File: config.mk
export PLATFORM = sky130hd
export DESIGN_NAME = trace_stream_arbiter
export DESIGN_NICKNAME = d
export VERILOG_FILES = /design/src/rtl/trace_arb_pkg.sv /design/src/rtl/rr_pick.sv /design/src/rtl/trace_stream_arbiter.sv
export SDC_FILE = /design/constraint.sdc
export NUM_CORES = 1
export LEC_CHECK = 0
export ABC_AREA = 0
export CORE_UTILIZATION = 45
export CTS_BUF_LIST = sky130_fd_sc_hd__clkbuf_8 sky130_fd_sc_hd__clkbuf_16
export DETAILED_ROUTE_END_ITERATION = 6
export PLACE_DENSITY_LB_ADDON = 0.2
export SLEW_MARGIN = 20
export SYNTH_ARGS = -nofsm -noshare
export SYNTH_HDL_FRONTEND = slang
export SYNTH_SLANG_ARGS = --single-unit
File: constraint.sdc
create_clock -name clk -period 6.25 [get_ports clk]
set_clock_uncertainty 0.1 [all_clocks]
set_input_delay 1.25 -clock clk [delete_from_list [all_inputs] [get_ports clk]]
set_output_delay 1.25 -clock clk [all_outputs]
set_load 0.01 [all_outputs]
File: src/rtl/trace_arb_pkg.sv
// trace_arb_pkg: shared state encoding, register offsets and sizing helpers for the trace arbiter
package trace_arb_pkg;
  typedef enum logic {IDLE, GRANT} state_t;
  localparam int CNT_WIDTH = 32;
  localparam int NUM_SRC_DEFAULT = 4;
  localparam int GRANT_IDX_WIDTH = $clog2(NUM_SRC_DEFAULT);
  localparam int REG_ENABLE = 'h10;
  localparam int REG_STATUS = 'h14;
  localparam int REG_CLEAR = 'h18;
  localparam int REG_CNT_BASE = 'h20;
  function automatic int idx_width(input int n);
    return n > 1 ? $clog2(n) : 1;
  endfunction
endpackage

File: src/rtl/rr_pick.sv
// rr_pick: circular first-one finder starting at ptr
module rr_pick #(
  parameter int N = 4,
  parameter int W = 2
) (
  input  logic [N-1:0] req,
  input  logic [W-1:0] ptr,
  output logic         found,
  output logic [W-1:0] idx
);
  // Scan from farthest to nearest so the closest request at or after ptr wins.
  always_comb begin
    found = |req;
    idx = ptr;
    for (int k = N - 1; k >= 0; k--)
      if (req[(int'(ptr) + k) % N]) idx = W'((int'(ptr) + k) % N);
  end
endmodule

File: src/rtl/trace_stream_arbiter.sv
// trace_stream_arbiter: round-robin packet arbiter feeding one trace writer, with drain of disabled sources and ctrl-bus counters
module trace_stream_arbiter
  import trace_arb_pkg::*;
#(
  parameter int NUM_SRC = NUM_SRC_DEFAULT,
  parameter int DATA_WIDTH = 64,
  parameter int CTRL_ADDR_WIDTH = 16,
  parameter int MAX_GRANT = 16,
  parameter int REGADDR_ENABLE = REG_ENABLE,
  parameter int REGADDR_STATUS = REG_STATUS,
  parameter int REGADDR_CLEAR = REG_CLEAR,
  parameter int REGADDR_CNT_BASE = REG_CNT_BASE
) (
  input  logic                            clk,
  input  logic                            rst,
  input  logic                            ctrl_wen,
  input  logic [CTRL_ADDR_WIDTH-1:0]      ctrl_waddr,
  input  logic [31:0]                     ctrl_wdata,
  input  logic                            ctrl_ren,
  input  logic [CTRL_ADDR_WIDTH-1:0]      ctrl_raddr,
  output logic [31:0]                     ctrl_rdata,
  input  logic [NUM_SRC-1:0]              s_valid,
  input  logic [NUM_SRC*DATA_WIDTH-1:0]   s_data,
  input  logic [NUM_SRC-1:0]              s_last,
  output logic [NUM_SRC-1:0]              s_ready,
  output logic                            o_valid,
  output logic [DATA_WIDTH-1:0]           o_data,
  input  logic                            o_ready
);
  localparam int GW = idx_width(NUM_SRC);
  localparam int BW = idx_width(MAX_GRANT);
  localparam logic [GW-1:0] LAST_SRC = GW'(NUM_SRC - 1);
  localparam logic [BW-1:0] LAST_BEAT = BW'(MAX_GRANT - 1);
  state_t state, state_d;
  logic [GW-1:0] grant, grant_d, rr_ptr, rr_ptr_d, pick_idx;
  logic [BW-1:0] beat_cnt, beat_cnt_d;
  logic [NUM_SRC-1:0] enable, owned, acc_inc, drop_inc;
  logic [CNT_WIDTH-1:0] acc_cnt [NUM_SRC];
  logic [CNT_WIDTH-1:0] drop_cnt [NUM_SRC];
  logic pick_found, beat, release_g, clear, en_wr;
  logic [31:0] rdata_d;
  logic unused;
  assign unused = ^ctrl_wdata;
  assign clear = ctrl_wen && ctrl_waddr == CTRL_ADDR_WIDTH'(REGADDR_CLEAR);
  assign en_wr = ctrl_wen && ctrl_waddr == CTRL_ADDR_WIDTH'(REGADDR_ENABLE);
  assign owned = state == GRANT ? NUM_SRC'(1) << grant : '0;
  rr_pick #(.N(NUM_SRC), .W(GW)) u_pick (
    .req   (s_valid & enable),
    .ptr   (rr_ptr),
    .found (pick_found),
    .idx   (pick_idx)
  );
  // The granted source passes straight through; disabled non-granted sources are drained.
  always_comb begin
    o_valid = state == GRANT && s_valid[grant];
    o_data = s_data[int'(grant)*DATA_WIDTH +: DATA_WIDTH];
    beat = o_valid && o_ready;
    release_g = beat && (s_last[grant] || beat_cnt == LAST_BEAT);
    for (int i = 0; i < NUM_SRC; i++) begin
      s_ready[i] = owned[i] ? o_ready : !enable[i];
      acc_inc[i] = owned[i] && beat;
      drop_inc[i] = !owned[i] && !enable[i] && s_valid[i];
    end
    state_d = state;
    grant_d = grant;
    rr_ptr_d = rr_ptr;
    beat_cnt_d = beat_cnt;
    if (state == IDLE && pick_found) begin
      state_d = GRANT;
      grant_d = pick_idx;
      beat_cnt_d = '0;
    end else if (state == GRANT && beat) begin
      beat_cnt_d = beat_cnt + 1'b1;
      if (release_g) begin
        state_d = IDLE;
        rr_ptr_d = grant == LAST_SRC ? '0 : grant + 1'b1;
      end
    end
  end
  always_comb begin
    rdata_d = '0;
    if (ctrl_raddr == CTRL_ADDR_WIDTH'(REGADDR_ENABLE)) rdata_d[NUM_SRC-1:0] = enable;
    if (ctrl_raddr == CTRL_ADDR_WIDTH'(REGADDR_STATUS)) begin
      rdata_d[0] = state == GRANT;
      rdata_d[8 +: GW] = grant;
      rdata_d[16 +: GW] = rr_ptr;
    end
    for (int i = 0; i < NUM_SRC; i++) begin
      if (ctrl_raddr == CTRL_ADDR_WIDTH'(REGADDR_CNT_BASE + 8 * i)) rdata_d = acc_cnt[i];
      if (ctrl_raddr == CTRL_ADDR_WIDTH'(REGADDR_CNT_BASE + 8 * i + 4)) rdata_d = drop_cnt[i];
    end
  end
  always_ff @(posedge clk) begin
    if (rst) begin
      state <= IDLE;
      grant <= '0;
      rr_ptr <= '0;
      beat_cnt <= '0;
      enable <= '1;
      ctrl_rdata <= '0;
    end else begin
      state <= state_d;
      grant <= grant_d;
      rr_ptr <= rr_ptr_d;
      beat_cnt <= beat_cnt_d;
      if (en_wr) enable <= ctrl_wdata[NUM_SRC-1:0];
      if (ctrl_ren) ctrl_rdata <= rdata_d;
    end
  end
  // Clear takes priority over a same-cycle increment.
  always_ff @(posedge clk) begin
    for (int i = 0; i < NUM_SRC; i++) begin
      if (rst || clear) begin
        acc_cnt[i] <= '0;
        drop_cnt[i] <= '0;
      end else begin
        if (acc_inc[i]) acc_cnt[i] <= acc_cnt[i] + 1'b1;
        if (drop_inc[i]) drop_cnt[i] <= drop_cnt[i] + 1'b1;
      end
    end
  end
endmodule

==> metrics.txt <==
# TYPE chip_impl_metric gauge
chip_impl_info{name="outcome",value="complete, but fails checks"} 1
chip_impl_info{name="violated_checks",value="DRC"} 1
chip_impl_metric{name="dp_hpwl",unit="um"} 54400
chip_impl_metric{name="worst_hold_slack",unit="ns"} 0.378
chip_impl_info{name="critical-path-top-delay-family",value="buffers and inverters"} 1
chip_impl_metric{name="timing.critical_path.arrival",unit="ns"} 3.07
chip_impl_metric{name="cpPeakStageDelay",unit="ns"} 0.92
chip_impl_metric{name="met3RoutedLength",unit="um"} 7280
chip_impl_metric{name="synth.top_cell.area_share",unit="%"} 40.1
chip_impl_metric{name="grt_util_all_layers",unit="%"} 31.5
chip_impl_metric{name="dpl_worst_slack",unit="ns"} 1.55
chip_impl_metric{name="drt_pre_antenna_iters",unit=""} 7
chip_impl_metric{name="final-setup-viol-count",unit=""} 0
chip_impl_info{name="startpoint_type",value="flop"} 1
chip_impl_metric{name="cts_repair_resize_count",unit=""} 0
chip_impl_metric{name="timing_worst_slew_pin_value",unit="ns"} 1.04
chip_impl_metric{name="crit_path_max_fanout",unit=""} 46
chip_impl_metric{name="cts_max_level",unit=""} 2
chip_impl_metric{name="die-area",unit="um^2"} 43400
chip_impl_metric{name="vdd_drop_max",unit="mV"} 0.220
chip_impl_metric{name="post_route_cells_drive_above_1_share",unit="%"} 8.25
chip_impl_metric{name="io_pins",unit=""} 434
chip_impl_metric{name="area.growth.synth_to_final",unit="%"} 30.3
chip_impl_metric{name="finalWorstSetupSlack",unit="ns"} 1.83
chip_impl_metric{name="min_path_cells",unit=""} 2
chip_impl_info{name="cp_slowest_cell",value="sky130_fd_sc_hd__dfxtp_4"} 1
chip_impl_metric{name="via_count",unit=""} 17500
chip_impl_info{name="synth.top_cells.by_area",value="sky130_fd_sc_hd__edfxtp_1 40%, sky130_fd_sc_hd__mux4_2 7.8%, sky130_fd_sc_hd__xor2_1 6.8%, sky130_fd_sc_hd__nor2_1 6.3%, sky130_fd_sc_hd__dfxtp_1 4.7%"} 1
chip_impl_metric{name="layout_worst_path_cycle_share",unit="%"} 70.8
chip_impl_metric{name="hold_viol_final",unit=""} 0
chip_impl_metric{name="grt_pass1_wl",unit="um"} 103000
chip_impl_metric{name="chipWidth",unit="um"} 208
chip_impl_metric{name="gr-total-overflow",unit=""} 0
chip_impl_metric{name="placement.io_buffers",unit=""} 405
chip_impl_metric{name="ff2ff_path_depth",unit=""} 6
chip_impl_metric{name="share_of_the_yosys_chip_area_belonging_to_registers",unit="%"} 44.8
chip_impl_metric{name="worst_path_buf_inv",unit=""} 2
chip_impl_metric{name="fmax",unit="GHz"} 0.226
chip_impl_metric{name="avg_synthesized_cell_area",unit="um^2"} 10.2
chip_impl_metric{name="initial_antenna_violation_count",unit=""} 9
chip_impl_metric{name="async_flop_share",unit="%"} 0
chip_impl_info{name="class_of_the_worst_hold_path",value="flop to flop"} 1
chip_impl_metric{name="routed_wl",unit="um"} 70400
chip_impl_metric{name="relSlewSlack",unit="%"} 29.9
chip_impl_metric{name="p_leak",unit="nW"} 8.12
chip_impl_metric{name="cts_buffers",unit=""} 36
chip_impl_metric{name="endpoint_required_time_on_the_critical_path",unit="ns"} 4.90
chip_impl_metric{name="setup_tns_final",unit="ns"} 0
chip_impl_metric{name="wl_met1",unit="um"} 29100
chip_impl_metric{name="placer_congestion_estimate",unit=""} 1.06
chip_impl_metric{name="cts_post_setup_buffers_inserted",unit=""} 0
chip_impl_metric{name="floorplan.die.height",unit="um"} 208
chip_impl_metric{name="post_drt_wl_per_cell",unit="um"} 24.8
chip_impl_info{name="post-synth-top-count-cell",value="sky130_fd_sc_hd__nor2_1"} 1
chip_impl_metric{name="finalWorstPathRequiredPeriod",unit="ns"} 4.42
chip_impl_metric{name="max_cap_viol_count",unit=""} 0
chip_impl_info{name="cts_tree",value="built"} 1
chip_impl_metric{name="effective_utilization_at_floorplan",unit="%"} 45.7
chip_impl_info{name="clock-root-buffer",value="sky130_fd_sc_hd__clkbuf_16"} 1
chip_impl_metric{name="ys_warn_count",unit=""} 0
chip_impl_metric{name="drt_iter0_markers",unit=""} 2334
chip_impl_info{name="timing.critical_path.to_type",value="output port"} 1
chip_impl_info{name="top_cells_by_instance_count_after_synthesis",value="322 x sky130_fd_sc_hd__nor2_1, 256 x sky130_fd_sc_hd__edfxtp_1, 149 x sky130_fd_sc_hd__xor2_1"} 1
chip_impl_info{name="route.top_layer_used",value="met5"} 1
chip_impl_metric{name="detail_route.vias_per_cell",unit=""} 6.17
chip_impl_info{name="ys.flop_type",value="sky130_fd_sc_hd__edfxtp_1"} 1
chip_impl_info{name="netlist.top_cell.by_area",value="sky130_fd_sc_hd__edfxtp_1"} 1
chip_impl_metric{name="timing_max_transition_violations_final",unit=""} 0
chip_impl_metric{name="synth-seq-cells",unit=""} 301
chip_impl_metric{name="synthDistinctLibCells",unit=""} 76
chip_impl_metric{name="path_clk_slew",unit="ns"} 0.06
chip_impl_info{name="worstPathCellList",value="buf_4 > mux4_2 > clkdlybuf4s50_1"} 1
chip_impl_metric{name="placeableCoreArea",unit="um^2"} 41900
chip_impl_metric{name="detail-route-antenna-nets",unit=""} 0
chip_impl_metric{name="number_of_synthesized_flops_with_an_enable_pin",unit=""} 256
chip_impl_metric{name="cts.sink_count",unit=""} 301
chip_impl_metric{name="nets",unit=""} 2611
chip_impl_info{name="critical_path_class",value="flop to output port"} 1
chip_impl_metric{name="power_per_cell_area",unit="nW/um^2"} 205
chip_impl_metric{name="grt_pass1_vias",unit=""} 16300
chip_impl_metric{name="worst-path-stages",unit=""} 3
chip_impl_metric{name="met2RoutedLength",unit="um"} 31600
chip_impl_metric{name="cts-hold-fix-buffers",unit=""} 0
chip_impl_metric{name="placementRows",unit=""} 75
chip_impl_metric{name="fin_util",unit="%"} 59.5
chip_impl_metric{name="synthCells",unit=""} 1887
chip_impl_metric{name="netlist_area",unit="um^2"} 19200
chip_impl_metric{name="synthesis.nets",unit=""} 2233
chip_impl_metric{name="detail_route.drc_violations",unit=""} 2
chip_impl_metric{name="clk-insertion-delay-late",unit="ns"} 0.55
chip_impl_info{name="unrepaired_setup_endpoints_after_global_routing",value="false"} 1
chip_impl_metric{name="clockBufferDepth",unit=""} 3
chip_impl_metric{name="grt_start_max_net_pins",unit=""} 72
## registers in the layout, summed over array words and instances, names as in the netlist
name        count
grant           2
acc_cnt       128
ctrl_rdata     32
beat_cnt        4
rr_ptr          2
enable          4
state           1
drop_cnt      128
## tightest hold or removal path, stage by stage, from the launching register on
cell	delay (ns)
sky130_fd_sc_hd__dfxtp_1	0.31
sky130_fd_sc_hd__inv_1	0.05
sky130_fd_sc_hd__o32ai_1	0.07
## stage by stage
stage / std cells / power [mW] / instance area [um^2]
finish: 2836 / 5.12 / 25000
global route: 2833 / 5.26 / 24900
CTS: 2831 / 5.14 / 24900
detailed placement: 2766 / 3.07 / 23800
global placement: 2766 / 3.05 / 23800
floorplan: 1887 / 2.65 / 19200
## kinds of logic (layout without fill, tap and decap cells)
logic type | Yosys count | in the layout | synth area share [%]
compound gates | 291 | 291 | 10.6
buf+inv | 135 | 540 | 2.80
fa+ha+maj | 13 | 13 | 0.849
other cells | 0 | 5 | 0
simple gates | 837 | 837 | 21.9
flops | 301 | 301 | 44.8
xor+xnor | 234 | 234 | 10.7
mux | 76 | 76 | 8.28
## layer usage
metal	vias to the layer above	GRT usage, %
met5	-	0
met2	942	47.8
met4	12	11.5
met3	140	7.68
met1	8564	43.8
li1	7850	-
## power breakdown
| group | leakage (nW) | switching (mW) | total (mW) | internal, mW |
|---|---|---|---|---|
| Combinational | 4.51 | 0.254 | 0.645 | 0.391 |
| Sequential | 3.01 | 0.139 | 2.39 | 2.25 |
| Clock | 0.591 | 0.878 | 2.09 | 1.21 |
## cell type report
class	count	area, um^2
fillers	3581	17000
multi-input cells	1451	10100
flip-flops and latches	301	8600
repair buffers	437	4280
clock buffers	37	926
well taps	539	674
clock inverters	28	235
inverters	38	143
diodes	5	12.5
## final timing paths
| path | startpoint | endpoint | slack, ns |
|---|---|---|---|
| max | grant[0] | o_data[26] | 1.83 |
| min | ctrl_rdata[11] | ctrl_rdata[11] | 0.38 |
| max reg2reg | grant[1] | drop_cnt[1][27] | 3.22 |
| min reg2reg | ctrl_rdata[11] | ctrl_rdata[11] | 0.38 |
## placed cells by master, fill, tap and decap left out, types with 43 or more instances in the layout
cell type                         Yosys  layout
sky130_fd_sc_hd__xnor2_1             85      85
sky130_fd_sc_hd__inv_1               38      44
sky130_fd_sc_hd__nand3_1            104     103
sky130_fd_sc_hd__o21ai_0             67      63
sky130_fd_sc_hd__edfxtp_1           256     256
sky130_fd_sc_hd__nor2_1             322     322
sky130_fd_sc_hd__clkdlybuf4s50_1      0     403
sky130_fd_sc_hd__and3_1              49      49
sky130_fd_sc_hd__nand4_1             54      54
sky130_fd_sc_hd__xor2_1             149     149
sky130_fd_sc_hd__a21oi_1             48      48
sky130_fd_sc_hd__mux4_2              66      66
sky130_fd_sc_hd__nand2_1            133     133
sky130_fd_sc_hd__dfxtp_1             45      43
Power figures use the tool's default switching activity.
